[src/rtl/hazard_stall_ctrl.sv]
// Pipeline hazard/stall controller: load-use interlock, taken-branch flush,
// multi-cycle multiply hold, and a saturating stall-cycle counter.
module hazard_stall_ctrl #(
  parameter int unsigned MUL_LATENCY = 4,
  parameter int unsigned CNT_W       = 16
) (
  input  logic             clk,
  input  logic             reset_in,
  input  logic             ID_EX_MemRead_in,
  input  logic [4:0]       ID_EX_Rt_in,
  input  logic [4:0]       IF_ID_Rs_in,
  input  logic [4:0]       IF_ID_Rt_in,
  input  logic             IF_ID_Uses_Rt_in,
  input  logic             Branch_Taken_in,
  input  logic             Mul_Start_in,
  output logic             PC_Write_out,
  output logic             IF_ID_Write_out,
  output logic             IF_ID_Flush_out,
  output logic             ID_EX_Bubble_out,
  output logic             Mul_Busy_out,
  output logic [CNT_W-1:0] Stall_Count_out,
  output logic [1:0]       State_out
);

  typedef enum logic [1:0] {
    RUN      = 2'b00,
    MUL_WAIT = 2'b01
  } state_t;

  localparam logic [3:0] MUL_LOAD = 4'(MUL_LATENCY - 1);
  localparam bit         MUL_EN   = (MUL_LATENCY > 1);

  state_t           state_q, state_d;
  logic [3:0]       mul_cnt_q, mul_cnt_d;
  logic [CNT_W-1:0] stall_cnt_q, stall_cnt_d;
  logic             load_use;

  assign load_use = ID_EX_MemRead_in && (ID_EX_Rt_in != 5'd0) &&
                    ((ID_EX_Rt_in == IF_ID_Rs_in) ||
                     (IF_ID_Uses_Rt_in && (ID_EX_Rt_in == IF_ID_Rt_in)));

  always_comb begin
    state_d          = state_q;
    mul_cnt_d        = mul_cnt_q;
    stall_cnt_d      = stall_cnt_q;
    PC_Write_out     = 1'b0;
    IF_ID_Write_out  = 1'b0;
    IF_ID_Flush_out  = 1'b0;
    ID_EX_Bubble_out = 1'b1;
    Mul_Busy_out     = 1'b0;

    case (state_q)
      RUN: begin
        if (!load_use) begin
          PC_Write_out     = 1'b1;
          IF_ID_Write_out  = 1'b1;
          IF_ID_Flush_out  = Branch_Taken_in;
          ID_EX_Bubble_out = 1'b0;
          if (Mul_Start_in && MUL_EN) begin
            state_d   = MUL_WAIT;
            mul_cnt_d = MUL_LOAD;
          end
        end
      end
      MUL_WAIT: begin
        Mul_Busy_out = 1'b1;
        mul_cnt_d    = mul_cnt_q - 1'b1;
        if (mul_cnt_q <= 4'd1) begin
          state_d = RUN;
        end
      end
      default: state_d = RUN;
    endcase

    // Reset overrides the state-derived outputs: hold fetch, flush and bubble.
    if (reset_in) begin
      PC_Write_out     = 1'b0;
      IF_ID_Write_out  = 1'b0;
      IF_ID_Flush_out  = 1'b1;
      ID_EX_Bubble_out = 1'b1;
      Mul_Busy_out     = 1'b0;
    end

    if (!PC_Write_out && !reset_in && (stall_cnt_q != '1)) begin
      stall_cnt_d = stall_cnt_q + 1'b1;
    end
  end

  always_ff @(posedge clk) begin
    if (reset_in) begin
      state_q     <= RUN;
      mul_cnt_q   <= '0;
      stall_cnt_q <= '0;
    end else begin
      state_q     <= state_d;
      mul_cnt_q   <= mul_cnt_d;
      stall_cnt_q <= stall_cnt_d;
    end
  end

  assign Stall_Count_out = stall_cnt_q;
  assign State_out       = state_q;

endmodule
[config.mk]
export PLATFORM = sky130hd
export DESIGN_NAME = hazard_stall_ctrl
export DESIGN_NICKNAME = d
export VERILOG_FILES = /design/src/rtl/hazard_stall_ctrl.sv
export SDC_FILE = /design/constraint.sdc
export NUM_CORES = 1
export LEC_CHECK = 0
export ABC_CLOCK_PERIOD_IN_PS = 2000
export CORE_MARGIN = 1.5
export CORE_UTILIZATION = 45
export DETAILED_ROUTE_END_ITERATION = 8
export MAX_ROUTING_LAYER = met4
export PLACE_DENSITY = 0.86
export SETUP_SLACK_MARGIN = 0.1
export SLEW_MARGIN = 10
export SYNTH_ARGS = -nofsm -noshare
export SYNTH_HDL_FRONTEND = slang
export SYNTH_SLANG_ARGS = --single-unit
[constraint.sdc]
create_clock -name clk -period 2 [get_ports clk]
set_input_delay 0.2 -clock clk [delete_from_list [all_inputs] [get_ports clk]]
set_output_delay 0.2 -clock clk [all_outputs]
set_load 0.1 [all_outputs]
[Word-level counts from Yosys, hierarchy flattened]
Index checks and enable logic that the tools add are counted.
Storage, ports and cells
  word-level logic and storage cells: 44
  bits of input ports: 21
  register bits: 22
  output and inout bits: 23
Cells by class
  eq/ne operators: 7
  reduce and logical (&&, ||, !) cells: 13
  multiplexer cells: 18
  $add $sub $neg: 2
  order comparisons: 1
Operators by type and width (number)
  $add 16x1->16 const B: 1
  $ne 16x16->1 const B: 1
  $mux 1: 11
  $eq 5x5->1: 2
  $mux 4: 2
  $pmux 4 s2: 1
  $mux 2: 3
  $ne 2x2->1 const B: 3
  $reduce_and 3->1: 2
  $logic_and 1x1->1: 5
  $reduce_bool 5->1: 1
  $le 4x1->1 const B: 1
  $pmux 2 s2: 1
  $sub 4x1->4 const B: 1
  $eq 2x1->1 const B: 1
  $logic_not 1->1: 2
  $logic_not 2->1: 1
  $reduce_bool 2->1: 1
  $logic_or 1x1->1: 1

[Logic depth before layout (Yosys ltp)]
Gate-level depths: netlist of the first run.
  depth in word-level cells: 10
  gate-level depth with buffers: 8
  depth with buffers taken out: 6

[Worst setup path before layout of the first run]
No wires, ideal clock.
  kind: reg2reg
  from: reg state_q[0], in the netlist State_out[0]
  to: reg mul_cnt_q[3]
  path buffers: 0
  setup slack: -1.061 ns
  setup time: 0.074 ns
  required time: 1.926 ns
  arrival time: 2.986 ns
  stages on the path, launching flop included: 5
  clock period less this slack: 3.061 ns
  cell sequence: dfxtp_1 -> nor2b_1 -> nand2_1 -> o22a_1 -> o21ai_0
On the way
  longest elaborated chain between the ends: 3
  elaborated cells between the ends (all ways): 7
  classes of those cells: eq/ne: 3; mux: 1; reduce/logical: 3
Ends and longest elaborated chain
  start, declared: RTL line 33  | state_t state_q, state_d;
  start signal, assigned: RTL line 95  | state_q <= state_d;
  $eq 2x1->1 / $logic_not 2->1 (equally long branches): RTL line 52  | case (state_q)
  $reduce_bool 2->1 (no line) / $ne 2x2->1 (equally long branches)
  $reduce_and 3->1 (no line)
  end signal, assigned: RTL line 96  | mul_cnt_q <= mul_cnt_d;
  end, declared: RTL line 34  | logic [3:0] mul_cnt_q, mul_cnt_d;
Several ways; a longest one is shown, not always the timed one.
A chain may end at the register's enable or synchronous reset.

[Worst setup path in the final report of the first run]
  from: reg stall_cnt_q[4], in the netlist Stall_Count_out[4]
  to: reg stall_cnt_q[13], in the netlist Stall_Count_out[13]
On the way
  longest elaborated chain between the ends: 2
  elaborated cells between the ends (all ways): 3
  classes of those cells: add/sub: 1; eq/ne: 1; reduce/logical: 1
Ends and longest elaborated chain
  start, declared: RTL line 35  | logic [CNT_W-1:0] stall_cnt_q, stall_cnt_d;
  start signal, assigned: RTL line 97  | stall_cnt_q <= stall_cnt_d;
  parallel branches: the longest is 2 deep, another holds $add 16x1->16
Parallel ways; which one is timed is not known.

==> results.md, run 1 <==
- Antenna Nets Post-Route: 0
- Critical Path, Cell by Cell: and4_4 -> nand4_4 -> or3_4 -> or4_1 -> a21oi_1
- Die Outline Area: around 3200 sq um
- Vias: approximately 1400
- Synth area leader: dfxtp_1
- Syn avg cell area: 8.401 sq um
- RSZ-0062 raised after global routing: yes
- Initial DRC Count: 23
- Synth area leaders: dfxtp_1 (32%), xnor2_1 (6.8%), a21oi_1 (5.4%), or4_1 (4.6%), nand3_1 (4.3%)
- Sequential share of the synthesized area: between 30% and 40%
- Final setup vio count: 0
- Status: finished clean
- Largest net degree at the start of global routing: 21
- Crit end category: flop
- Root Buffer Master: clkbuf_4
- # IOs: 44
- Initial Utilization: a little under half
- Hold Violations, Final: 0
- Fillers: 208
- CP delay by family, top: simple AND/OR/NAND/NOR gates
- Cts bufs inserted: 3
- GRT Residual Overflow: 0
- Post-Synthesis Cells: 154
- First-pass GRT wire length: 5.892 mm
- CTS sink count: 21
- Die Y: 56.62 um
- Most common cell in the netlist: dfxtp_1
- CTS tree: yes
- Post-Syn Area: around 1300 sq um
- # DRC: 0
- Post-synth net total: roughly 180
- Period minus WS final: between 1.5 and 2 ns
- Detailed placement HPWL: about 2.6 mm
- Final Max Tran Viols: 0
- Worst Path Buf+Inv: 0
- Critical path required time: roughly 2.3 ns
- Max Fclk: ~530 MHz
- Post-synth EDFFs: 0
- Ant diodes: 0
- Number of global-route vias before repair: about 1300
- Setup TNS: 0 ns
- Post-layout util: approximately 73%
- Layout cells sized above 1: 39.61%
- Clock Tree Buf Depth: 2
- Drt total wl: about 3.6 mm
- Synth warnings: 0
- Crit path max fanout: 6
- Input/output buffers: 42
- LEAKAGE: about 0.8 nW
- CP peak stage delay: 0.53 ns
- Synth async-reset ratio: 0%
- Post-route cell area: 1987 sq um
- Final clock skew: ~0.0053 ns
- Die X: around 57 um
- Worst VDD drop: ~0.45 mV
- Num rows: 19
- Via density: about 5.8
- Startpoint type of the worst setup path: flop
- Post-synth cell types: 43
- Max cap viols: 0
- Synth Flop Type: dfxtp_1
- TritonRoute pass-1 iters: 4
- Core area: approximately 2700 sq um
- Insertion delay to the later sink of the worst-skew pair: approximately 0.32 ns
- Post-DP Area: between 1500 and 2000 sq um
- Crit Path Category: flop to flop
- P&R area growth vs syn: 53.58%
- Reg clk slew, reported paths: 0.13 ns
- Final RePlAce weighted congestion: roughly 0.81
- Most instantiated cells after synthesis: dfxtp_1 (21), a21oi_1 (14), nand2_1 (13), nand3_1 (11), xnor2_1 (10)
- Critical Path AT: 2.16 ns
- Share of the synthesized area in the top cell type: approximately a third
- Flops & latches, synth: 21
- Initial antenna violation count: 0
- H-Tree Depth: 1
- Nets: 232
- Crit path max-delay cell type: or4_1
- Wirelength per Cell: 15.14 um
- Tot Pwr: approximately 1.1 mW
- Total track usage: a little under a quarter
- Worst Hold Class: flop to flop
- Period utilization: 95.19%
- P per Cell Area: 529.8 nW/um^2
==> timing repair <==
action,4_1_cts,5_1_grt
setup buffers,4,4
resized for setup,26,19
pin swaps,18,7
hold buffers,0,0
setup endpoints to repair,13,17
==> cells in the final DEF (no fill, tap or decap), types with 6 or more instances in the layout <==
master and instances:
a21oi_1 13, dfxtp_4 10, buf_4 30, o31ai_1 6, xnor2_1 8, nand3_1 11
nand2_1 12, clkdlybuf4s50_1 7, dfxtp_2 7
==> worst paths after layout <==
path / from / endpoint / slack [ns] / cells past startpoint
setup / recovery: Stall_Count_out[4] / Stall_Count_out[13] / 0.1 / 5
hold / removal: Stall_Count_out[9] / Stall_Count_out[9] / 0.51 / 2
setup reg to reg: Stall_Count_out[4] / Stall_Count_out[13] / 0.1 / 5
hold reg to reg: Stall_Count_out[9] / Stall_Count_out[9] / 0.51 / 2
==> routing by layer <==
metal  part of all wire, %  vias to the layer above  GRT usage, %  wire, um
met5                     0                        -             -         0
met1                    40                      649         27.31      1459
met2                    50                       50         40.20      1816
met3                   7.3                        7         4.839       263
met4                   1.8                        0         9.864        65
li1                      -                      673             -         -
==> power by group <==
group / total [mW] / switching [mW] / internal [mW]
clock network: 0.218 / 0.143 / 0.0750
registers: 0.441 / 0.0188 / 0.422
logic: 0.394 / 0.228 / 0.166
==> cells by family after synthesis <==
group | after synthesis | synth area share, %
adder cells (fa/ha/maj) | 3 | 2.902
other | 1 | 0.2899
multiplexers | 2 | 1.741
flip-flops | 21 | 32.49
AO/OA/AOI/OAI | 41 | 20.99
buffers and inverters | 14 | 5.802
AND/OR/NAND/NOR | 62 | 29.01
XOR/XNOR | 10 | 6.770
==> through the flow <==
stage / cells / hold WS [ns] / worst slack (ns)
6_report: 238 / 0.5111 / 0.09628
3_5_place_dp: 226 / 0.4922 / -0.3554
4_1_cts: 234 / 0.5106 / 0.08516
2_1_floorplan: 154 / 0.4167 / -0.1166
3_3_place_gp: 226 / 0.4722 / -0.2447
5_1_grt: 238 / 0.5279 / 0.007155
==> layout make-up <==
cell class	instances	area (sq um)	share of cell area, %
Clock buffer	3	22.52	1.133
Multi-Input combinational cell	119	863.3	43.45
Sequential cell	21	466.7	23.49
Clock inverter	1	5.005	0.2519
Tap cell	31	38.79	1.952
Timing Repair Buffer	58	569.3	28.65
Inverter	5	21.27	1.071
==> registers in the layout (all words and copies together), names as in the netlist <==
register,cells
State_out,1
Stall_Count_out,16
mul_cnt_q,4
==> worst register-to-register path: stages, from the launching register on <==
cell     delay [ns]
dfxtp_4        0.39
and4_4         0.24
nand4_4        0.14
or3_4          0.39
or4_1          0.53
a21oi_1        0.15
(Power assumes the default switching activity.)
==> run 2, diff against run 1 <==
Settings changed: ABC_CLOCK_PERIOD_IN_PS 2000 to not set, CAP_MARGIN set to 0, HOLD_SLACK_MARGIN set to 0.12.
==> results of run 2 <==
The final DEF is identical to that of run 1; final timing and power are the same.
==> run 3, diff against run 2 <==
Settings changed: ABC_CLOCK_PERIOD_IN_PS set to 2000.
==> results of run 3 <==
The final DEF is identical to that of run 1; final timing and power are the same.
